===== config.mk =====
export PLATFORM = sky130hd
export DESIGN_NAME = ps2_scancode_decoder
export DESIGN_NICKNAME = d
export VERILOG_FILES = /design/src/rtl/ps2_scancode_decoder.sv
export SDC_FILE = /design/constraint.sdc
export NUM_CORES = 1
export LEC_CHECK = 0
export CAP_MARGIN = 20
export CORE_MARGIN = 8
export CORE_UTILIZATION = 57
export CTS_BUF_LIST = sky130_fd_sc_hd__clkbuf_8
export CTS_CLUSTER_SIZE = 8
export DETAILED_ROUTE_END_ITERATION = 10
export PLACE_DENSITY = 0.81
export SETUP_SLACK_MARGIN = 0.1
export SKIP_LAST_GASP = 1
export SYNTH_ARGS = -nofsm -noshare
export SYNTH_HDL_FRONTEND = slang
export SYNTH_SLANG_ARGS = --single-unit

===== constraint.sdc =====
create_clock -name clk -period 3.3 [get_ports clk]
set_input_delay 0.66 -clock clk [delete_from_list [all_inputs] [get_ports clk]]
set_output_delay 0.66 -clock clk [all_outputs]
set_load 0.1 [all_outputs]

===== src/rtl/ps2_scancode_decoder.sv =====
// Set-2 PS/2 scan-code decoder: folds E0/F0 prefixes into single key events,
// drops keyboard response bytes, and queues events in a show-ahead FIFO.
module ps2_scancode_decoder #(
  parameter int FIFO_DEPTH = 4
) (
  input  logic       clk,
  input  logic       reset_n,
  input  logic       frame_strobe,
  input  logic [7:0] frame_byte,
  input  logic       frame_ok,
  output logic       ev_valid,
  input  logic       ev_ready,
  output logic [7:0] ev_code,
  output logic       ev_extended,
  output logic       ev_release,
  output logic [7:0] err_count,
  output logic       overflow
);

  localparam int AW = $clog2(FIFO_DEPTH);
  localparam logic [AW:0] DEPTH_CNT = (AW + 1)'(FIFO_DEPTH);

  typedef enum logic [1:0] {IDLE, GOT_E0, GOT_F0, GOT_E0F0} state_t;

  state_t      state, state_nxt;
  logic        push, err_inc;
  logic [9:0]  push_data;

  logic [9:0]    mem [FIFO_DEPTH];
  logic [AW-1:0] wr_ptr, rd_ptr;
  logic [AW:0]   count;
  logic          empty, full, pop, wr_en;

  function automatic logic is_response(input logic [7:0] b);
    case (b)
      8'h00, 8'hAA, 8'hEE, 8'hFA, 8'hFE, 8'hFF: return 1'b1;
      default:                                  return 1'b0;
    endcase
  endfunction

  // NOTE: every signal gets a default first so no path leaves it unassigned (no latches).
  always_comb begin
    state_nxt = state;
    push      = 1'b0;
    err_inc   = 1'b0;
    push_data = {2'b00, frame_byte};
    if (frame_strobe) begin
      if (!frame_ok) begin
        err_inc   = 1'b1;
        state_nxt = IDLE;
      end else if (is_response(frame_byte)) begin
        state_nxt = IDLE;
      end else begin
        case (state)
          IDLE: begin
            if (frame_byte == 8'hE0)      state_nxt = GOT_E0;
            else if (frame_byte == 8'hF0) state_nxt = GOT_F0;
            else                          push = 1'b1;
          end
          GOT_E0: begin
            if (frame_byte == 8'hF0) begin
              state_nxt = GOT_E0F0;
            end else if (frame_byte != 8'hE0) begin
              push      = 1'b1;
              push_data = {2'b10, frame_byte};
              state_nxt = IDLE;
            end
          end
          GOT_F0, GOT_E0F0: begin
            state_nxt = IDLE;
            if (frame_byte == 8'hE0 || frame_byte == 8'hF0) begin
              err_inc = 1'b1;
            end else begin
              push      = 1'b1;
              push_data = {(state == GOT_E0F0), 1'b1, frame_byte};
            end
          end
          default: state_nxt = IDLE;
        endcase
      end
    end
  end

  assign empty = (count == '0);
  assign full  = (count == DEPTH_CNT);
  assign pop   = !empty && ev_ready;
  // A full FIFO still accepts a push when the head leaves in the same cycle.
  assign wr_en = push && (!full || pop);

  // NOTE: state uses non-blocking assignments so all registers update together at the edge.
  always_ff @(posedge clk) begin
    if (!reset_n) begin
      state     <= IDLE;
      wr_ptr    <= '0;
      rd_ptr    <= '0;
      count     <= '0;
      err_count <= '0;
      overflow  <= 1'b0;
    end else begin
      state <= state_nxt;
      if (wr_en) wr_ptr <= wr_ptr + 1'b1;
      if (pop)   rd_ptr <= rd_ptr + 1'b1;
      case ({wr_en, pop})
        2'b10:   count <= count + 1'b1;
        2'b01:   count <= count - 1'b1;
        default: count <= count;
      endcase
      if (err_inc && err_count != 8'hFF) err_count <= err_count + 1'b1;
      if (push && full && !pop)          overflow  <= 1'b1;
    end
  end

  // NOTE: storage has no reset; count/pointers alone define which entries are live.
  always_ff @(posedge clk) begin
    if (wr_en) mem[wr_ptr] <= push_data;
  end

  assign ev_valid = !empty;
  assign {ev_extended, ev_release, ev_code} = empty ? 10'd0 : mem[rd_ptr];

endmodule

==> results.toml <==
[global_route]
grt_usage = 0.153
grt-ovfl-total = 0
grt_pass1_vias = 1758
grt_pass1_wl_mm = 8.46
antenna_found_initial = 0
grt_max_degree = 16

[final_layout]
seqCellArea_um2 = 1600
final_nets = 265
antenna_cells = 0
final_cell_area_um2 = 3200
syn2layout_area_growth_pct = 18.5
fillCellCount = 357
layout.cells.non_filler = 305
drive_gt1_frac = 0.219
multi_input_comb_area_um2 = 1030

[placement]
dp_slack_ps = 215
placed_cell_area_um2 = 3040
port_buffers = 32
place_congestion = 0.813
dp.final_hpwl_mm = 3.55
dp.cells = 289

[yosys]
synth-async-reset-ratio = 0
yosys.cell_types.count = 40
synthesis.area_um2 = 2700
synth_top_area_share = 0.445
syn-num-nets = 224
ys_warn_count = 0
yosys.area.top_type = "edfxtp_1"
synth_edf_count = 40
seq_area_frac_synth = 0.593
synth.area.top_cells = "edfxtp_1 (44%), dfxtp_1 (15%), mux4_2 (8.3%)"
avgSynthCellArea_um2 = 13.2
netlist_instances = 205
ys_seq_elements = 60
ys.flop_type = "edfxtp_1"

[die]
die_height_um = 84.8
rows = 25
dieWidth_um = 84.8
start_util = 0.579
die-area_um2 = 7200
coreArea_um2 = 4660
ios = 33

[drt]
num_vias = 1732
drt_iter0_markers = 129
wirelength_mm = 4.99
drt-vias-per-instance = 5.68
firstDrtPassIters = 4
ant_nets = 0
routedWlPerCell_um = 16.4
drcViolationCount = 0

[cts]
path_clk_slew_ps = 60
clkSinkCount = 60
cts_tree = "built"
cts_resized = 0
holdBufCountCts = 0
clockBufferDepth = 2
cts-buffers-inserted = 9
h-tree-depth = 3
cts-root-buf = "clkbuf_8"
clk_latency_ps = 330
post_cts_buffers = 0

[worst_setup_path]
critPathArrivalTime_ps = 3030
max_stage_delay_ps = 540
crit_type = "in -> reg"
timing.rr.end = "count[2]"
cp_max_fo = 8
cp-end-kind = "register"
regToRegStartpoint = "count[0]"
rr_worst_depth = 8
worstPathCellList = "clkdlybuf4s50_1 > and3_1 > a21boi_1 > and4_1 > nor2_1 > fa_1 > nand2b_1 > nor4b_1 > o21ai_0 > nand3_1"
slowest_stage = "clkdlybuf4s50_1"
cp-start-kind = "primary input"
r2r_slack_ps = 960
worstPathRequired_ps = 3570

[timing]
rsz0062_at_grt = "no"
hold_viol_final = 0
slew-limit-headroom = 0.559
max_freq_mhz = 363
tns_ps = 0
slew_viol_final = 0
period_share = 0.836
worst_slack_ps = 542
fin_worst_skew_ps = 4.85
tightest_slew_ps = 661
finalSetupViolCount = 0
layout_min_cycle_time_ps = 2760

[min_path]
min_path_type = "reg -> reg"
hold_path_startpoint = "overflow"
worstHoldPathCells = 2
hold_end = "overflow"

[pwr]
p_leak_uw = 0.00113
total_power_uw = 2340
power_per_cell_area_nw_per_um2 = 730
peakVddDrop_mv = 0.466

[job]
cap_violations = 0

[run_status]
status = "completed"
[cells in the final DEF (no fill, tap or decap), types with 2 or more instances in the layout]
| master | n |
|---|---|
| a21oi_1 | 7 |
| and2_1 | 14 |
| and3_1 | 6 |
| buf_4 | 27 |
| clkbuf_8 | 9 |
| clkdlybuf4s50_1 | 12 |
| clkinv_1 | 2 |
| clkinv_2 | 4 |
| dfxtp_1 | 20 |
| edfxtp_1 | 40 |
| ha_1 | 5 |
| inv_1 | 4 |
| mux4_2 | 10 |
| nand2_1 | 9 |
| nand2b_1 | 4 |
| nand3_1 | 8 |
| nand4_1 | 9 |
| nor2_1 | 19 |
| nor3_1 | 2 |
| nor4_1 | 5 |
| o21ai_0 | 7 |
| or3_1 | 2 |
| xnor2_1 | 8 |
[sequential cells by signal, indices dropped and copies added (netlist names), named ones only]
signal,flops
err_count,8
count,3
state,2
rd_ptr,2
mem,40
wr_ptr,2
overflow,1
[area by class of cell]
cell class | count | share of cell area
sequential | 60 | 0.501
multi-input combinational | 132 | 0.323
tap | 54 | 0.0211
timing repair buffer | 39 | 0.101
inverter | 4 | 0.00469
clock buffer | 9 | 0.0387
clock inverter | 7 | 0.0110
[worst max-delay path by stage]
| stage | endpoint | from | depth (start not counted) | slack (ps) |
|---|---|---|---|---|
| 2_1_floorplan | ev_code[0] | count[0] | 3 | 190 |
| 3_3_place_gp | count[2] | frame_byte[6] | 10 | 320 |
| 3_5_place_dp | count[2] | frame_byte[6] | 10 | 220 |
| 4_1_cts | ev_code[7] | register | 3 | 500 |
| 5_1_grt | count[2] | frame_byte[2] | 10 | 320 |
| 6_report | count[2] | frame_byte[6] | 10 | 540 |
[where the power goes]
group,switching (uW),internal [uW],total (uW)
logic,658,245,903
registers,63.5,842,905
clock network,267,261,528
total,989,1350,2340
[logic make-up (layout without fill, tap and decap cells)]
| group | after synthesis | after routing | share of synthesized area |
|---|---|---|---|
| AO/OA/AOI/OAI | 21 | 21 | 0.0519 |
| AND/OR/NAND/NOR | 85 | 85 | 0.184 |
| multiplexers | 11 | 11 | 0.0871 |
| flip-flops | 60 | 60 | 0.593 |
| buffers and inverters | 13 | 59 | 0.0241 |
| XOR/XNOR | 9 | 9 | 0.0292 |
| adder cells (fa/ha/maj) | 6 | 6 | 0.0306 |
[layer usage]
layer  global-route usage  vias to the layer above  wire length (um)
met5                    0                        -                 0
met4               0.0647                        0                88
met3               0.0569                        8               231
met2                0.255                       39              2500
met1                0.172                      832              2170
li1                     -                      853                 -
[metrics by stage]
| step | hold WS (ps) | util |
|---|---|---|
| 6_report | 486 | 0.686 |
| 4_1_cts | 497 | 0.686 |
| 2_1_floorplan | 484 | - |
| 3_3_place_gp | 458 | 0.652 |
| 5_1_grt | 544 | 0.686 |
| 3_5_place_dp | 480 | 0.652 |
[critical path: cells and delay by family]
family	cells	cell delay, ps
compound gates	2	320
fa+ha+maj	1	410
simple gates	6	1100
buf+inv	1	540
[synthesized netlist by cell type (6+ instances only)]
master / instances
edfxtp_1: 40
and3_1: 6
nor2_1: 19
nand2_1: 9
nand3_1: 8
nand4_1: 9
xnor2_1: 8
a21oi_1: 7
o21ai_0: 7
and2_1: 14
dfxtp_1: 20
mux4_2: 10
Note: power is estimated with default switching activity, not from simulation.
==> variant 1, RTL diff (same flow settings) <==
Re-encode `state_t` (4 states) as one-hot, 4 bits wide.
--- a/src/rtl/ps2_scancode_decoder.sv
+++ b/src/rtl/ps2_scancode_decoder.sv
@@ -20,7 +20,7 @@
   localparam int AW = $clog2(FIFO_DEPTH);
   localparam logic [AW:0] DEPTH_CNT = (AW + 1)'(FIFO_DEPTH);
 
-  typedef enum logic [1:0] {IDLE, GOT_E0, GOT_F0, GOT_E0F0} state_t;
+  typedef enum logic [3:0] {IDLE = 4'b0001, GOT_E0 = 4'b0010, GOT_F0 = 4'b0100, GOT_E0F0 = 4'b1000} state_t;
 
   state_t      state, state_nxt;
   logic        push, err_inc;
Function: no difference found for any inputs over 4 cycles, from zero or initial values and one cycle with reset_n low; so few cycles prove little.
==> variant 1 against the unedited design <==
Design area is 6.7% higher. Power is 13% higher. Sequential cell count increased by 2. Sequential share of layout area down 2.0 points. Clock power up 18%. Clock skew up 3.5 ps. Worst setup slack worse by 190 ps. Wire length increased by 2.8%. Critical path type unchanged. Die area increased by 2.4%. Synthesized area rose by 2.9%. Combinational power up 22%. Synthesized cell count grew 4.4%. Via count grew 4.1%.
==> variant 1: results (changes against the unedited design) <==
Tot GR Track Use: 0.1519 (-0.001107)
R2R setup slack: 970 ps
Largest cells by area after synthesis: edfxtp_1, dfxtp_1, mux4_2
Seq/Total Area, Yosys: 0.5907 (-0.002417)
Crit path max fanout: 11 (+3)
LEAKAGE: 1.245 nW (+11%)
Run status: complete, no violations
Number of global-route vias before repair: 1838 (+4.6%)
Clock Pin Slew Worst Setup and Hold Paths: 60 ps (about the same)
Via count: 1803 (+4.1%)
Max stage delay on crit path: 590 ps (+50 ps)
Peak supply drop: 0.0006253 V (+34%)
CP top delay family: compound AO/OA/AOI/OAI gates
Reg2reg path depth: 8 (unchanged)
Unique cell type count in the Yosys netlist: 41 (+2.5%)
Ys Warns: 0 (unchanged)
Commonest cells in the netlist: edfxtp_1, dfxtp_1, nor2_1, and2_1, nand2_1
Post-DP HPWL: 3637 um (+2.5%)
Largest net degree at the start of global routing: 17 (+1)
Syn nets: 233 (+4.0%)
Hold Path Sink: overflow
Relative max-transition margin: 0.5533 (-0.005630)
Cell count after synthesis: 214 (+4.4%)
Post-Place Setup Slack: 81.00 ps (-134.1 ps)
Placer congestion estimate: 0.7831 (-3.7%)
CTS H-tree lvls: 3 (unchanged)
Hold Path Depth: 1 (-1)
Crit path DAT: 3210 ps (+180 ps)
Drt wl/cell: 15.49 um (-5.3%)
HP Start: overflow
Fill cells: 324 (-9.2%)
Reg-to-Reg Start: state[1]
Global-route wire length before repair: 8549 um (+1.1%)
Routed WL: 5128 um (+2.8%)
Ratio of cells with drive above 1 in the final layout: 0.2311 (+0.01194)
Nets: 278 (+4.9%)
Num CTS Buffers: 9 (unchanged)
Clk buf depth: 2 (unchanged)
Hold slack: 468.5 ps (-17.01 ps)
DRT Pass-1 Iters: 4 (unchanged)
Reg2reg end: count[2]
Initial drt markers: 126 (-2.3%)
Clk_lat worst skew: 330 ps (about the same)
Antenna violations before repair: 0 (unchanged)
Root Driver: clkbuf_8
Largest registers: mem x40, err_count x8, state x4
Post-placement cell count: 315 (+9.0%)
Final Skew: 8.366 ps (+3.518 ps)
[variant 1: cell types whose count changed in the layout (fill, tap and decap cells not counted), moves of 4 or more]
cell,unedited run,this run
mux2i_1,1,8
buf_12,0,4
inv_1,4,9
nor3_1,2,6
nand4_1,9,2
and3_1,6,1
a21oi_1,7,2
[variant 1: layout make-up]
| type | instances | share of cell area |
|---|---|---|
| clock inverters | 7 | 0.01942 |
| well taps | 67 | 0.02455 |
| multi-input cells | 137 | 0.3166 |
| inverters | 8 | 0.008794 |
| repair buffers | 41 | 0.1136 |
| flip-flops and latches | 62 | 0.4808 |
| clock buffers | 9 | 0.03628 |
[variant 1: how the worst max path moves through the flow]
stage                              from    endpoint  slack (ps)  cells after the start
after floorplan                count[0]  ev_code[0]         270                      3
after global placement    frame_byte[4]    count[2]         150                      9
after detailed placement  frame_byte[4]    count[2]          80                      9
after CTS                 frame_byte[4]    count[2]         370                      9
after global routing      frame_byte[4]    count[2]         170                      9
final                     frame_byte[4]    count[2]         350                      9
[variant 1: per-layer routing]
| metal | GRT usage | vias to the layer above | part of all wire |
|---|---|---|---|
| li1 | - | 884 | - |
| met1 | 0.1789 | 865 | 0.43 |
| met2 | 0.2419 | 40 | 0.50 |
| met3 | 0.04298 | 14 | 0.053 |
| met4 | 0.09076 | 0 | 0.021 |
| met5 | 0 | - | 0 |
[variant 1: where the power goes]
group / total, mW / internal, mW / switching, mW
Combinational: 1.10 / 0.280 / 0.815
Clock: 0.621 / 0.343 / 0.278
Sequential: 0.925 / 0.873 / 0.0525
Total: 2.64 / 1.50 / 1.15
[variant 1: cells by family after synthesis]
family,share of synthesized area
compound gates,0.07069
xor+xnor,0.02837
fa+ha+maj,0.02972
buf+inv,0.02026
flops,0.5907
mux,0.1099
simple gates,0.1504
[variant 1: through the flow]
stage / area (um2) / power [mW]
6_report: 3415 / 2.641
5_1_grt: 3415 / 2.750
4_1_cts: 3415 / 2.664
3_5_place_dp: 3224 / 2.043
3_3_place_gp: 3224 / 2.033
2_1_floorplan: 2779 / 1.812
[variant 1: worst reg2reg max path, cell delays in order, from the launching register on]
cell	delay (ps)
dfxtp_1	450
or3b_2	470
o21ai_0	90
a22oi_1	140
o21ai_0	220
inv_1	100
fa_1	390
o22ai_1	200
mux2i_1	200
==> variant 2, RTL diff (same settings) <==
Made on the original files. The parameter `FIFO_DEPTH` goes from 4 to 2.
--- a/src/rtl/ps2_scancode_decoder.sv
+++ b/src/rtl/ps2_scancode_decoder.sv
@@ -1,7 +1,7 @@
 // Set-2 PS/2 scan-code decoder: folds E0/F0 prefixes into single key events,
 // drops keyboard response bytes, and queues events in a show-ahead FIFO.
 module ps2_scancode_decoder #(
-  parameter int FIFO_DEPTH = 4
+  parameter int FIFO_DEPTH = 2
 ) (
   input  logic       clk,
   input  logic       reset_n,
Formal check against the unedited RTL: not equivalent (a bounded check fails within 4 cycles, from zero or initial values and one cycle with reset_n low).
==> variant 2 against the unedited design <==
Wire length fell by 35%. Power fell by 32%. Via count fell by 32%. Critical path depth fell by 2. Design area fell by 37%. Synthesized area fell by 41%. Sequential cell count fell by 24. Worst setup slack got worse by 120 ps. Critical endpoint is now count[1]. Largest power group is now combinational logic.
==> variant 2: results (changes against the unedited design) <==
Nets: 196 (-26%)
Ratio of cells with drive above 1 in the final layout: 0.1978 (-0.02132)
Routed WL: 3242 um (-35%)
Num CTS Buffers: 5 (-4)
M3 GR Usage: 0.07010 (+0.01315)
Via count: 1185 (-32%)
Commonest cells in the netlist: nor2_1, edfxtp_1, dfxtp_1, mux2i_1, nand2_1
Largest registers: mem x20, err_count x8
Largest cells by area after synthesis: edfxtp_1, dfxtp_1, mux2i_1
Global-route wire length before repair: 5699 um (-33%)
IO Port Bufs: 32 (unchanged)
Run status: complete, no violations
Post-DP HPWL: 2468 um (-30%)
Clk_lat worst skew: 290 ps (-40 ps)
Placer congestion estimate: 0.7379 (-9.2%)
Largest net degree at the start of global routing: 14 (-2)
Max stage delay on crit path: 650 ps (+110 ps)
Post-synthesis adder-cell area fraction: 0.01560 (-0.01498)
Relative max-transition margin: 0.4772 (-0.08170)
Post-CTS resize count: 0 (unchanged)
Tot GR Track Use: 0.1463 (-0.006689)
Global routing usage on met2: 0.2428 (-0.01200)
Slowest CP cell: clkdlybuf4s50_1
Seq/Total Area, Yosys: 0.5741 (-0.01904)
Met1 usage: 0.1450 (-0.02746)
Unique cell type count in the Yosys netlist: 32 (-20%)
Initial drt markers: 52 (-60%)
Final Skew: 7.397 ps (+2.548 ps)
Compound-gate portion of the synthesized area: 0.06552 (+0.01362)
LEAKAGE: 0.7634 nW (-32%)
Peak supply drop: 0.0008755 V (+88%)
Post-Place Setup Slack: 173.1 ps (-41.99 ps)
Fill cells: 186 (-48%)
Critical path class: in2reg
Mux share of post-synthesis cell area: 0.08814 (+0.001026)
EDFF count, synth: 20 (-50%)
XOR/XNOR Fraction of Synth Area: 0.03276 (+0.003568)
CTS H-tree lvls: 2 (-1)
Syn nets: 158 (-29%)
Async S/R FF share, synth: 0 (unchanged)
Crit path DAT: 3100 ps (+70 ps)
variant 2: path summary, 6_finish.rpt:
kind / start / to / slack [ps] / cells past startpoint
hold reg to reg: state[1] / state[1] / 500 / 2
setup / recovery: frame_byte[3] / count[1] / 420 / 8
setup reg to reg: count[1] / count[1] / 1210 / 5
hold / removal: state[1] / state[1] / 500 / 2
variant 2: cell families (layout without fill, tap and decap cells):
family | Yosys count | in the layout
buffers and inverters | 8 | 47
and+or+nand+nor | 62 | 62
adders and majority gates | 2 | 2
AOI/OAI and AO/OA | 15 | 15
xor gates and xnor gates | 6 | 6
DFF | 36 | 36
muxes | 14 | 14
variant 2: critical path: cells and delay by family:
| kind | cells | cell delay [ps] |
|---|---|---|
| buffers and inverters | 1 | 650 |
| AO/OA/AOI/OAI | 3 | 730 |
| AND/OR/NAND/NOR | 3 | 700 |
| adder cells (fa/ha/maj) | 1 | 350 |
variant 2: final cells by class:
type,count,area share
Inverter,5,0.009323
Tap cell,31,0.01927
Multi-Input combinational cell,99,0.3244
Clock buffer,6,0.04102
Timing Repair Buffer,34,0.1417
Sequential cell,36,0.4574
Clock inverter,2,0.006837
variant 2: where the power goes:
| part | leakage, nW | internal, mW | switching (mW) |
|---|---|---|---|
| Sequential | 0.313 | 0.507 | 0.0407 |
| Combinational | 0.403 | 0.163 | 0.558 |
| Clock | 0.0477 | 0.169 | 0.153 |
| Total | 0.763 | 0.840 | 0.752 |
variant 2: metal layers:
layer / vias to the layer above / wire [um]
li1: 591 / -
met1: 553 / 1338
met2: 33 / 1588
met3: 8 / 216
met4: 0 / 99
met5: - / 0
variant 2: stage by stage:
stage               instances  instance area (um2)
floorplan                 143                 1604
global placement          205                 1917
detailed placement        205                 1917
CTS                       213                 2013
global route              213                 2013
finish                    213                 2013
